$ cat src/rtl/piso_shift_tx.sv
// ============================================================================
//  Module   : piso_shift_tx
//  Purpose  : Parallel-in, serial-out transmitter with valid/ready word intake,
//             strobe-paced bit output, last-bit flag and synchronous abort.
//  Revision : 1.0  initial release
// ============================================================================
`default_nettype none

module piso_shift_tx #(
  parameter int N     = 16,
  parameter bit RIGHT = 1'b1
) (
  input  logic         clk,
  input  logic         reset,
  input  logic [N-1:0] in_data,
  input  logic         in_valid,
  output logic         in_ready,
  input  logic         shift,
  input  logic         clear,
  output logic         out,
  output logic         out_valid,
  output logic         last,
  output logic         busy
);

  localparam int           CW       = $clog2(N);
  localparam logic [CW-1:0] LAST_CNT = CW'(N - 1);

  typedef enum logic [0:0] {
    ST_IDLE = 1'b0,
    ST_SEND = 1'b1
  } state_t;

  state_t        state_q, state_d;
  logic [N-1:0]  shreg_q, shreg_d;
  logic [CW-1:0] cnt_q, cnt_d;
  logic          out_q, out_d;
  logic          out_valid_q, out_valid_d;

  logic          last_bit;
  logic          load_word;
  logic [N-1:0]  shreg_adv;

  assign last_bit  = out_valid_q & (cnt_q == LAST_CNT);

  // in_ready is the only output with a combinational path from inputs.
  assign in_ready  = ~reset & ~clear &
                     ((state_q == ST_IDLE) | ((state_q == ST_SEND) & last_bit & shift));
  assign load_word = in_valid & in_ready;

  assign shreg_adv = RIGHT ? {1'b0, shreg_q[N-1:1]} : {shreg_q[N-2:0], 1'b0};

  always_comb begin
    state_d     = state_q;
    shreg_d     = shreg_q;
    cnt_d       = cnt_q;
    out_valid_d = out_valid_q;

    if (clear) begin
      state_d     = ST_IDLE;
      shreg_d     = '0;
      cnt_d       = '0;
      out_valid_d = 1'b0;
    end else if (load_word) begin
      state_d     = ST_SEND;
      shreg_d     = in_data;
      cnt_d       = '0;
      out_valid_d = 1'b1;
    end else if ((state_q == ST_SEND) && shift) begin
      if (last_bit) begin
        state_d     = ST_IDLE;
        shreg_d     = '0;
        cnt_d       = '0;
        out_valid_d = 1'b0;
      end else begin
        shreg_d = shreg_adv;
        cnt_d   = cnt_q + CW'(1);
      end
    end

    // The serial line always mirrors the emitting end of the next shift register.
    out_d = out_valid_d & (RIGHT ? shreg_d[0] : shreg_d[N-1]);
  end

  always_ff @(posedge clk or posedge reset) begin
    if (reset) begin
      state_q     <= ST_IDLE;
      shreg_q     <= '0;
      cnt_q       <= '0;
      out_q       <= 1'b0;
      out_valid_q <= 1'b0;
    end else begin
      state_q     <= state_d;
      shreg_q     <= shreg_d;
      cnt_q       <= cnt_d;
      out_q       <= out_d;
      out_valid_q <= out_valid_d;
    end
  end

  assign out       = out_q;
  assign out_valid = out_valid_q;
  assign last      = last_bit;
  assign busy      = (state_q == ST_SEND);

endmodule

`default_nettype wire

$ cat config.mk
export PLATFORM = sky130hd
export DESIGN_NAME = piso_shift_tx
export DESIGN_NICKNAME = d
export VERILOG_FILES = /design/src/rtl/piso_shift_tx.sv
export SDC_FILE = /design/constraint.sdc
export NUM_CORES = 1
export LEC_CHECK = 0
export ABC_AREA = 1
export BUFFER_PORTS_ARGS = -buffer_cell sky130_fd_sc_hd__clkbuf_2
export CAP_MARGIN = 25
export CORE_ASPECT_RATIO = 2
export CORE_MARGIN = 2
export CORE_UTILIZATION = 45
export DETAILED_ROUTE_END_ITERATION = 8
export MAX_ROUTING_LAYER = met4
export PLACE_DENSITY = 0.67
export SETUP_SLACK_MARGIN = 0.05
export SKIP_LAST_GASP = 1
export SLEW_MARGIN = 20
export SYNTH_ARGS = -nofsm -noshare
export SYNTH_HDL_FRONTEND = slang
export SYNTH_SLANG_ARGS = --single-unit
$ cat constraint.sdc
create_clock -name clk -period 3.3 [get_ports clk]
set_clock_uncertainty 0.05 [all_clocks]
set_input_delay 0.33 -clock clk [delete_from_list [all_inputs] [get_ports clk]]
set_output_delay 0.33 -clock clk [all_outputs]
set_load 0.01 [all_outputs]
==> results of run 1 <==
==> area by class of cell <==
class	instances	area [um2]	share of cell area, %
inverter	15	56.3	3.72
multi-input combinational	127	646	42.6
tap	30	37.5	2.48
sequential	23	576	38.0
timing repair buffer	28	155	10.2
clock buffer	4	45.0	2.97
==> worst max-delay path by stage <==
stage	from	end	slack, ps	depth (start not counted)
floorplan	cnt_q[0]	in_ready	1670	5
global placement	cnt_q[0]	out	1500	9
detailed placement	cnt_q[0]	out	1420	9
CTS	cnt_q[0]	in_ready	1270	6
global route	cnt_q[1]	in_ready	1150	6
finish	cnt_q[0]	in_ready	1240	6
==> power by group through the flow <==
stage / Clock [W] / Combinational, W / Sequential, W
5_1_grt: 0.000194 / 0.0000913 / 0.000302
3_3_place_gp: 0 / 0.0000778 / 0.000306
6_report: 0.000176 / 0.0000806 / 0.000301
2_1_floorplan: 0 / 0.0000535 / 0.000305
3_5_place_dp: 0 / 0.0000797 / 0.000306
4_1_cts: 0.000182 / 0.0000798 / 0.000301
==> layer usage <==
metal	vias up	wire length, um
met2	25	1810
met1	607	1290
met4	0	24
met3	2	94
met5	-	0
li1	642	-
==> critical path, cell delays in order, from the launching register on <==
cell,delay [ps]
dfrtp_1,410
ha_1,200
nand2_2,70
nor2_4,190
nand2_4,70
a21boi_0,270
clkbuf_2,200
==> state kept, by name, indices dropped and copies added, names as in the netlist <==
register and count:
shreg_q 16, cnt_q 4, busy 1, out 1
out_valid 1
==> cells by family after synthesis <==
kind of cell / Yosys count
AOI/OAI and AO/OA: 8
adders and majority gates: 1
buffers and inverters: 26
DFF: 23
and+or+nand+nor: 118
==> stage by stage <==
stage	power, W	hold slack, ps
2_1_floorplan	0.000359	282
3_5_place_dp	0.000386	460
5_1_grt	0.000588	44.4
3_3_place_gp	0.000383	463
4_1_cts	0.000562	243
6_report	0.000557	2.60
==> cell usage in the layout, fill, tap and decap left out <==
master	count
a21boi_0	1
a21oi_1	3
buf_4	2
buf_8	1
clkbuf_1	1
clkbuf_2	25
clkbuf_8	3
clkinv_1	1
dfrtp_1	23
ha_1	1
inv_1	14
nand2_1	57
nand2_2	1
nand2_4	2
nand3_1	18
nand3_4	1
nand4_1	31
nor2_1	3
nor2_2	1
nor2_4	1
nor3_1	2
nor3b_1	1
o21ai_0	4
==> out/results.tsv, run 1 <==
stage	metric	value	unit
clock_tree	cts_made_buffers	3	
placed_design	dpl.cell_count	222	
floorplan	core-area	2910	um2
logic_synthesis	synth_commonest_cells	57 x nand2_1, 31 x nand4_1, 23 x dfrtp_1, 18 x nand3_1, 14 x inv_1	
routing	vias	1276	
final_layout	final_cells	227	
floorplan	row_count	28	
critical_path	cp.required	2920	ps
logic_synthesis	synth_flop_cell	dfrtp_1	
final_layout	area_delta_synth_final	13.2	%
floorplan	dieWidth	42.6	um
clock_tree	cts_root_buf	clkbuf_8	
floorplan	floorplan.io_pins	26	
timing	period_share	62.4	%
routing	antenna_left	0	
pwr	clock_power_share	31.6	%
clock_tree	ctsHoldBuffers	0	
routing	drt-total-wl	3220	um
logic_synthesis	avgSynthCellArea	7.61	um2
timing	setup_violations	0	
clock_tree	post_cts_buffers	0	
timing	layout_setup_ws	1240	ps
logic_synthesis	syn_nets	198	
global_routing	antenna_found_initial	0	
global_routing	grt_max_degree	34	
clock_tree	cts_resized	0	
logic_synthesis	synthMostInstantiatedCell	nand2_1	
timing	finalSetupTns	0	ps
placed_design	io_buffers	25	
timing	maxSlewHeadroom	38.4	%
logic_synthesis	synth-seq-cells	23	
critical_path	r2r_slack	1420	ps
critical_path	endpoint_kind	output port	
logic_synthesis	synthDistinctLibCells	23	
logic_synthesis	synthMuxAreaShare	0	%
global_routing	met3_usage	2.22	%
logic_synthesis	netlist.area_leader.share	43.0	%
global_routing	grt.overflow.total	0	
global_routing	use_met1	23.9	%
pwr	irDropWorstVdd	0.217	mV
global_routing	grt_pass1_vias	1277	
routing	drt_iter0_markers	58	
pwr	pwr-share-comb	14.5	%
clock_tree	clk_path_buf_depth	2	
critical_path	setup.worst_path.start_class	register	
critical_path	crit_arrival	1680	ps
final_layout	layout-drive-gt1-share	18.8	%
timing	hold_viol	0	
logic_synthesis	synth_edf_count	0	
timing	finalMaxSlewViolations	0	
routing	vias_per_cell	5.62	
final_layout	antennaDiodeCount	0	
timing	tightest_slew	923	ps
critical_path	cp_max_fo	6	
critical_path	rr_worst_depth	9	
clock_tree	cts_tree	done	
placed_design	gp_congestion	0.832	
global_routing	grt_use_total	21.3	%
clock_tree	clock_sinks	23	
pwr	p_leak	0.838	nW
clock_tree	h-tree-depth	1	
logic_synthesis	yosys-top-cells-area	dfrtp_1 43%, nand2_1 16%, nand4_1 14%, nand3_1 6.7%, inv_1 3.9%	
logic_synthesis	synthXorXnorAreaFrac	0	%
logic_synthesis	ys_warn_count	0	
logic_synthesis	yosys.area.top_type	dfrtp_1	
logic_synthesis	synthAdderAreaFrac	0.935	%
critical_path	critPathKind	reg -> out	
floorplan	start_util	46.0	%
pwr	powerDensity	368	nW/um2
critical_path	worstReg2RegEnd	out	
global_routing	busiest_layer	met2	
logic_synthesis	synth_top_family_by_area	simple AND/OR/NAND/NOR gates	
pwr	internal-power	0.000406	W
final_layout	final_area	1520	um2
pwr	p_sw	0.000152	W
timing	rsz0062_at_grt	false	
floorplan	die_y	81.1	um
timing	fmax	0.485	GHz
routing	drc	0	
placed_design	placed_area	1460	um2
logic_synthesis	syn_area	1340	um2
final_layout	fin_util	52.1	%
critical_path	rr_startpoint	cnt_q[0]	
routing	wl_per_cell	14.2	um
pwr	p_seq_share	53.9	%
placed_design	dp_hpwl	2320	um
logic_synthesis	syn_inst	176	
logic_synthesis	synthArstFlopShare	100	%
timing	period_minus_slack	2060	ps
logic_synthesis	synth_simple_gate_area_share	44.1	%
final_layout	final_nets	220	
placed_design	dp_slack	1420	ps
floorplan	die-area	3450	um2
outcome	run_status	completed	
final_layout	nFillCells	296	
global_routing	grt_pass1_wl	5600	um
job	maxCapViolations	0	
routing	drt_first_pass_iters	4	
clock_tree	clk_latency	260	ps
clock_tree	cts.clk_slew.worst_paths	80	ps
hold_path	hp-class	in -> async	
logic_synthesis	synth_compound_area_share	3.18	%
pwr	swShare	27.2	%
logic_synthesis	ys_seq_area_share	43.0	%
global_routing	grtUsageMet2	39.1	%
(Power assumes the default switching activity.)
==> run 2, diff against run 1 <==
==> constraint.sdc (replaced) <==
create_clock -name clk -period 1.9 [get_ports clk]
set_clock_uncertainty 0.05 [all_clocks]
set_input_delay 0.19 -clock clk [delete_from_list [all_inputs] [get_ports clk]]
set_output_delay 0.19 -clock clk [all_outputs]
set_load 0.01 [all_outputs]
==> out/results.tsv, run 2 (synthesized netlist as in run 1, its figures left out) <==
stage	metric	value	unit	change
final_layout	antennaDiodeCount	0		unchanged
timing	hold_viol	0		unchanged
hold_path	hp-start	clear		
clock_tree	clk_path_buf_depth	2		unchanged
timing	fmax	0.563	GHz	
placed_design	dp_hpwl	2440	um	+5.4%
final_layout	final_cell_mix	57 x nand2_1, 31 x nand4_1, 25 x clkbuf_2, 23 x dfrtp_1, 18 x nand3_1		
clock_tree	cts_root_buf	clkbuf_8		
final_layout	largest_register_ffs	16		unchanged
floorplan	row_count	28		unchanged
pwr	irDropWorstVdd	0.480	mV	+120%
critical_path	cp_cell_sequence	ha_1 > nand2_2 > nor2_4 > nand2_4 > a21boi_1 > clkbuf_2		
global_routing	grt_use_total	23.2	%	+1.9 points
routing	drt_iter0_markers	51		-12%
hold_path	hp-class	in -> reg		
floorplan	die_y	81.1	um	unchanged
clock_tree	cts_tree	done		
job	maxCapViolations	0		unchanged
floorplan	start_util	46.0	%	unchanged
final_layout	reg.largest.list	shreg_q: 16 flops, cnt_q: 4 flops		
global_routing	grt_max_degree	27		-21%
critical_path	crit_arrival	1530	ps	-150 ps
routing	drt_first_pass_iters	4		unchanged
global_routing	grt_pass1_wl	5870	um	+4.8%
clock_tree	h-tree-depth	1		unchanged
critical_path	setup.worst_path.start_class	register		
final_layout	regMostFlops	shreg_q		
timing	period_minus_slack	1770	ps	
final_layout	multiInputGateArea	656	um2	+1.6%
clock_tree	clock_sinks	23		unchanged
critical_path	critPathKind	reg -> out		
critical_path	critPathSlowestCell	dfrtp_1		
timing	period_share	93.4	%	
clock_tree	cts.clk_slew.worst_paths	80	ps	about the same
final_layout	final_common_cell	nand2_1		
routing	wl_per_cell	15.3	um	+7.8%
timing	tightest_slew	411	ps	-511 ps
final_layout	layout-drive-gt1-share	21.8	%	+3.1 points
critical_path	cp.required	1660	ps	-1260 ps
global_routing	grt_pass1_vias	1284		+0.55%
placed_design	gp_congestion	0.810		-2.7%
floorplan	die-area	3450	um2	unchanged
timing	finalSetupTns	0	ps	unchanged
timing	rsz0062_at_grt	false		
global_routing	antenna_found_initial	0		unchanged
placed_design	io_buffers	25		unchanged
routing	drt-total-wl	3610	um	+12%
clock_tree	cts_made_buffers	3		unchanged
floorplan	core-area	2910	um2	unchanged
critical_path	endpoint_kind	output port		
final_layout	final_nets	229		+4.1%
pwr	powerDensity	625	nW/um2	+70%
final_layout	nFillCells	291		-1.7%
critical_path	crit_start	cnt_q[1]		
floorplan	floorplan.io_pins	26		unchanged
global_routing	grt.overflow.total	0		unchanged
routing	drc	0		unchanged
timing	setup_violations	0		unchanged
floorplan	dieWidth	42.6	um	unchanged
critical_path	cp_max_fo	4		-2
critical_path	rr_startpoint	cnt_q[1]		
pwr	p_leak	0.878	nW	+4.8%
outcome	run_status	completed		
routing	vias	1322		+3.6%
timing	maxSlewHeadroom	72.6	%	+34 points
critical_path	timing.critical_path.slowest_cell_delay	410	ps	about the same
timing	finalMaxSlewViolations	0		unchanged
final_layout	area_delta_synth_final	18.0	%	
routing	antenna_left	0		unchanged
clock_tree	clk_latency	270	ps	about the same
final_layout	final_area	1580	um2	+4.3%
routing	vias_per_cell	5.60		-0.35%
final_layout	ff_latch_area	576	um2	unchanged
placed_design	placed_area	1490	um2	+2.1%
==> run 2: cell count changes in the layout (fill, tap and decap cells not counted), sizes merged <==
cell / previous run / this run
buf: 3 / 10
nand3: 19 / 20
dlygate4sd3: 0 / 1
==> run 2: stage by stage <==
stage,util (%),instances,worst slack (ps),hold slack (ps),power [W]
5_1_grt,54.3,236,79.4,108,0.00103
3_3_place_gp,51.1,226,260,199,0.000674
4_1_cts,53.2,232,67.2,103,0.000991
6_report,54.3,236,125,102,0.000988
3_5_place_dp,51.1,226,126,210,0.000679
2_1_floorplan,-,176,329,142,0.000623
==> run 2: final cells by class <==
class | instances | area share [%]
multi-input cells | 128 | 41.5
flip-flops and latches | 23 | 36.4
repair buffers | 36 | 13.3
inverters | 15 | 3.56
clock buffers | 4 | 2.85
well taps | 30 | 2.38
==> run 2: what timing repair did <==
action / 4_1_cts / 5_1_grt
gates cloned: 0 / 1
hold endpoints to repair: 23 / 0
setup endpoints to repair: 1 / 2
hold buffers: 1 / 0
pin swaps: 0 / 1
gates resized for setup: 1 / 0
buffers inserted: 1 / 3
==> run 2: path summary, 6_finish.rpt <==
kind	to	slack [ps]	cells past startpoint
setup / recovery	in_ready	130	6
hold / removal	busy	100	2
setup reg to reg	shreg_q[3]	200	9
hold reg to reg	shreg_q[8]	480	2
max in group asynchronous	shreg_q[10]	1100	4
min in group asynchronous	busy	470	4
==> run 2: routing by layer <==
metal	global-route usage, %	vias up	wire [um]
met5	-	-	0
met4	11.6	0	86
met3	1.56	9	108
met2	42.0	41	2150
met1	25.0	614	1260
li1	-	658	-
==> run 2: worst max-delay path, delay by kind of cell, from the launching register on <==
family	cells	cell delay, ps
flip-flops	1	410
AO/OA/AOI/OAI	1	180
buffers and inverters	1	160
adder cells (fa/ha/maj)	1	210
AND/OR/NAND/NOR	3	310
==> run 2: power by group <==
| group | switching, W | internal (W) | leakage [nW] |
|---|---|---|---|
| clock network | 0.000162 | 0.000150 | 0.0228 |
| registers | 0.0000139 | 0.000509 | 0.316 |
| logic | 0.000100 | 0.0000534 | 0.540 |
==> run 3, diff against run 2 <==
--- a/config.mk
+++ b/config.mk
@@ -12,7 +12,6 @@
 export CORE_MARGIN = 2
 export CORE_UTILIZATION = 45
 export DETAILED_ROUTE_END_ITERATION = 8
-export MAX_ROUTING_LAYER = met4
 export PLACE_DENSITY = 0.67
 export SETUP_SLACK_MARGIN = 0.05
 export SKIP_LAST_GASP = 1
==> out/results.tsv, run 3 (synthesized netlist as in run 1, its figures left out) <==
stage	metric	value	unit	change
outcome	run_status	completed		
critical_path	r2r_slack	200	ps	about the same
timing	tightest_slew	411	ps	unchanged
timing	maxSlewHeadroom	72.6	%	unchanged
critical_path	cp.required	1660	ps	about the same
critical_path	setup.worst_path.start_class	register		
routing	vias_per_cell	5.60		unchanged
clock_tree	clk_latency	270	ps	about the same
clock_tree	clock_sinks	23		unchanged
global_routing	grt_max_degree	27		unchanged
final_layout	final_common_cell	nand2_1		
floorplan	core-area	2910	um2	unchanged
critical_path	rr_worst_depth	9		unchanged
routing	vias	1322		unchanged
global_routing	grt.overflow.total	0		unchanged
final_layout	regMostFlops	shreg_q		
final_layout	final_cell_mix	57 x nand2_1, 31 x nand4_1, 25 x clkbuf_2, 23 x dfrtp_1, 18 x nand3_1		
routing	wl_per_cell	15.3	um	unchanged
floorplan	start_util	46.0	%	unchanged
critical_path	crit_arrival	1530	ps	about the same
routing	drc	0		unchanged
timing	setup_violations	0		unchanged
routing	drt_iter0_markers	51		unchanged
critical_path	critPathKind	reg -> out		
global_routing	antenna_found_initial	0		unchanged
clock_tree	cts_made_buffers	3		unchanged
hold_path	hold-path-cell-count	2		unchanged
final_layout	multiInputGateArea	656	um2	unchanged
global_routing	grt_pass1_vias	1284		unchanged
final_layout	final_nets	229		unchanged
timing	hold_viol	0		unchanged
floorplan	die-area	3450	um2	unchanged
floorplan	row_count	28		unchanged
clock_tree	clk_path_buf_depth	2		unchanged
pwr	irDropWorstVdd	0.480	mV	unchanged
routing	drt-total-wl	3610	um	unchanged
final_layout	layout-drive-gt1-share	21.8	%	unchanged
timing	rsz0062_at_grt	false		
final_layout	largest_register_ffs	16		unchanged
job	maxCapViolations	0		unchanged
hold_path	hp-start	clear		
floorplan	dieWidth	42.6	um	unchanged
timing	hold_slack	102	ps	unchanged
timing	finalSetupTns	0	ps	unchanged
routing	antenna_left	0		unchanged
clock_tree	cts_tree	done		
global_routing	grt_use_total	22.6	%	-0.64 points
clock_tree	cts_root_buf	clkbuf_8		
hold_path	min_to	busy		
timing	period_minus_slack	1770	ps	unchanged
final_layout	antennaDiodeCount	0		unchanged
final_layout	nFillCells	291		unchanged
timing	finalMaxSlewViolations	0		unchanged
critical_path	endpoint_kind	output port		
final_layout	area_delta_synth_final	18.0	%	unchanged
global_routing	grt_pass1_wl	5860	um	-0.12%
placed_design	gp_congestion	0.798		-1.4%
timing	fmax	0.563	GHz	unchanged
clock_tree	cts.clk_slew.worst_paths	80	ps	about the same
final_layout	reg.largest.list	shreg_q: 16 flops, cnt_q: 4 flops		
pwr	powerDensity	625	nW/um2	unchanged
routing	drt_first_pass_iters	4		unchanged
floorplan	floorplan.io_pins	26		unchanged
placed_design	dp_hpwl	2440	um	unchanged
critical_path	cp_max_fo	4		unchanged
critical_path	rr_startpoint	cnt_q[1]		
floorplan	die_y	81.1	um	unchanged
critical_path	worstReg2RegEnd	shreg_q[3]		
pwr	p_leak	0.878	nW	unchanged
hold_path	hp-class	in -> reg		
final_layout	ff_latch_area	576	um2	unchanged
clock_tree	h-tree-depth	1		unchanged
placed_design	io_buffers	25		unchanged
timing	period_share	93.4	%	unchanged
## run 3: layout make-up
class	instances	area share (%)
Multi-Input combinational cell	128	41.5
Sequential cell	23	36.4
Timing Repair Buffer	36	13.3
Inverter	15	3.56
Clock buffer	4	2.85
Tap cell	30	2.38
## run 3: worst max-delay path by stage
stage                  start  slack (ps)     endpoint
finish              cnt_q[1]         130     in_ready
floorplan           cnt_q[0]         330  shreg_q[15]
CTS                 cnt_q[1]          70     in_ready
global placement    cnt_q[0]         260     cnt_q[2]
global route        cnt_q[1]          80     in_ready
detailed placement  cnt_q[0]         130          out
## run 3: metal layers
metal | global-route usage (%) | vias up | wire [um]
met3 | 1.56 | 9 | 108
met4 | 11.6 | 0 | 86
li1 | - | 658 | -
met5 | 0 | - | 0
met2 | 42.0 | 41 | 2150
met1 | 25.0 | 614 | 1260
## run 3: stage by stage
| stage | instance area, um2 | setup WS, ps | power [W] | std cells | util (%) |
|---|---|---|---|---|---|
| global route | 1580 | 79.4 | 0.00103 | 236 | 54.3 |
| detailed placement | 1490 | 126 | 0.000679 | 226 | 51.1 |
| global placement | 1490 | 260 | 0.000674 | 226 | 51.1 |
| finish | 1580 | 125 | 0.000988 | 236 | 54.3 |
| CTS | 1550 | 67.2 | 0.000991 | 232 | 53.2 |
| floorplan | 1340 | 329 | 0.000623 | 176 | - |
## run 3: worst max-delay path, cell delays in order, from the launching register on
cell and delay, ps:
dfrtp_1 410, ha_1 210, nand2_2 80, nor2_4 150, nand2_4 80, a21boi_1 180, clkbuf_2 160
## run 3: where the power goes
group          leakage (nW)  internal (W)  switching [W]
Clock                0.0228      0.000150       0.000162
Combinational         0.540     0.0000534       0.000100
Sequential            0.316      0.000509      0.0000139
## run 3: what timing repair did
action | CTS | global route
hold buffers | 1 | 0
pin swaps | 0 | 1
gates resized for setup | 1 | 0
setup buffers | 1 | 3
cloned | 0 | 1
hold endpoints to repair | 23 | 0
endpoints found under the setup margin | 1 | 2
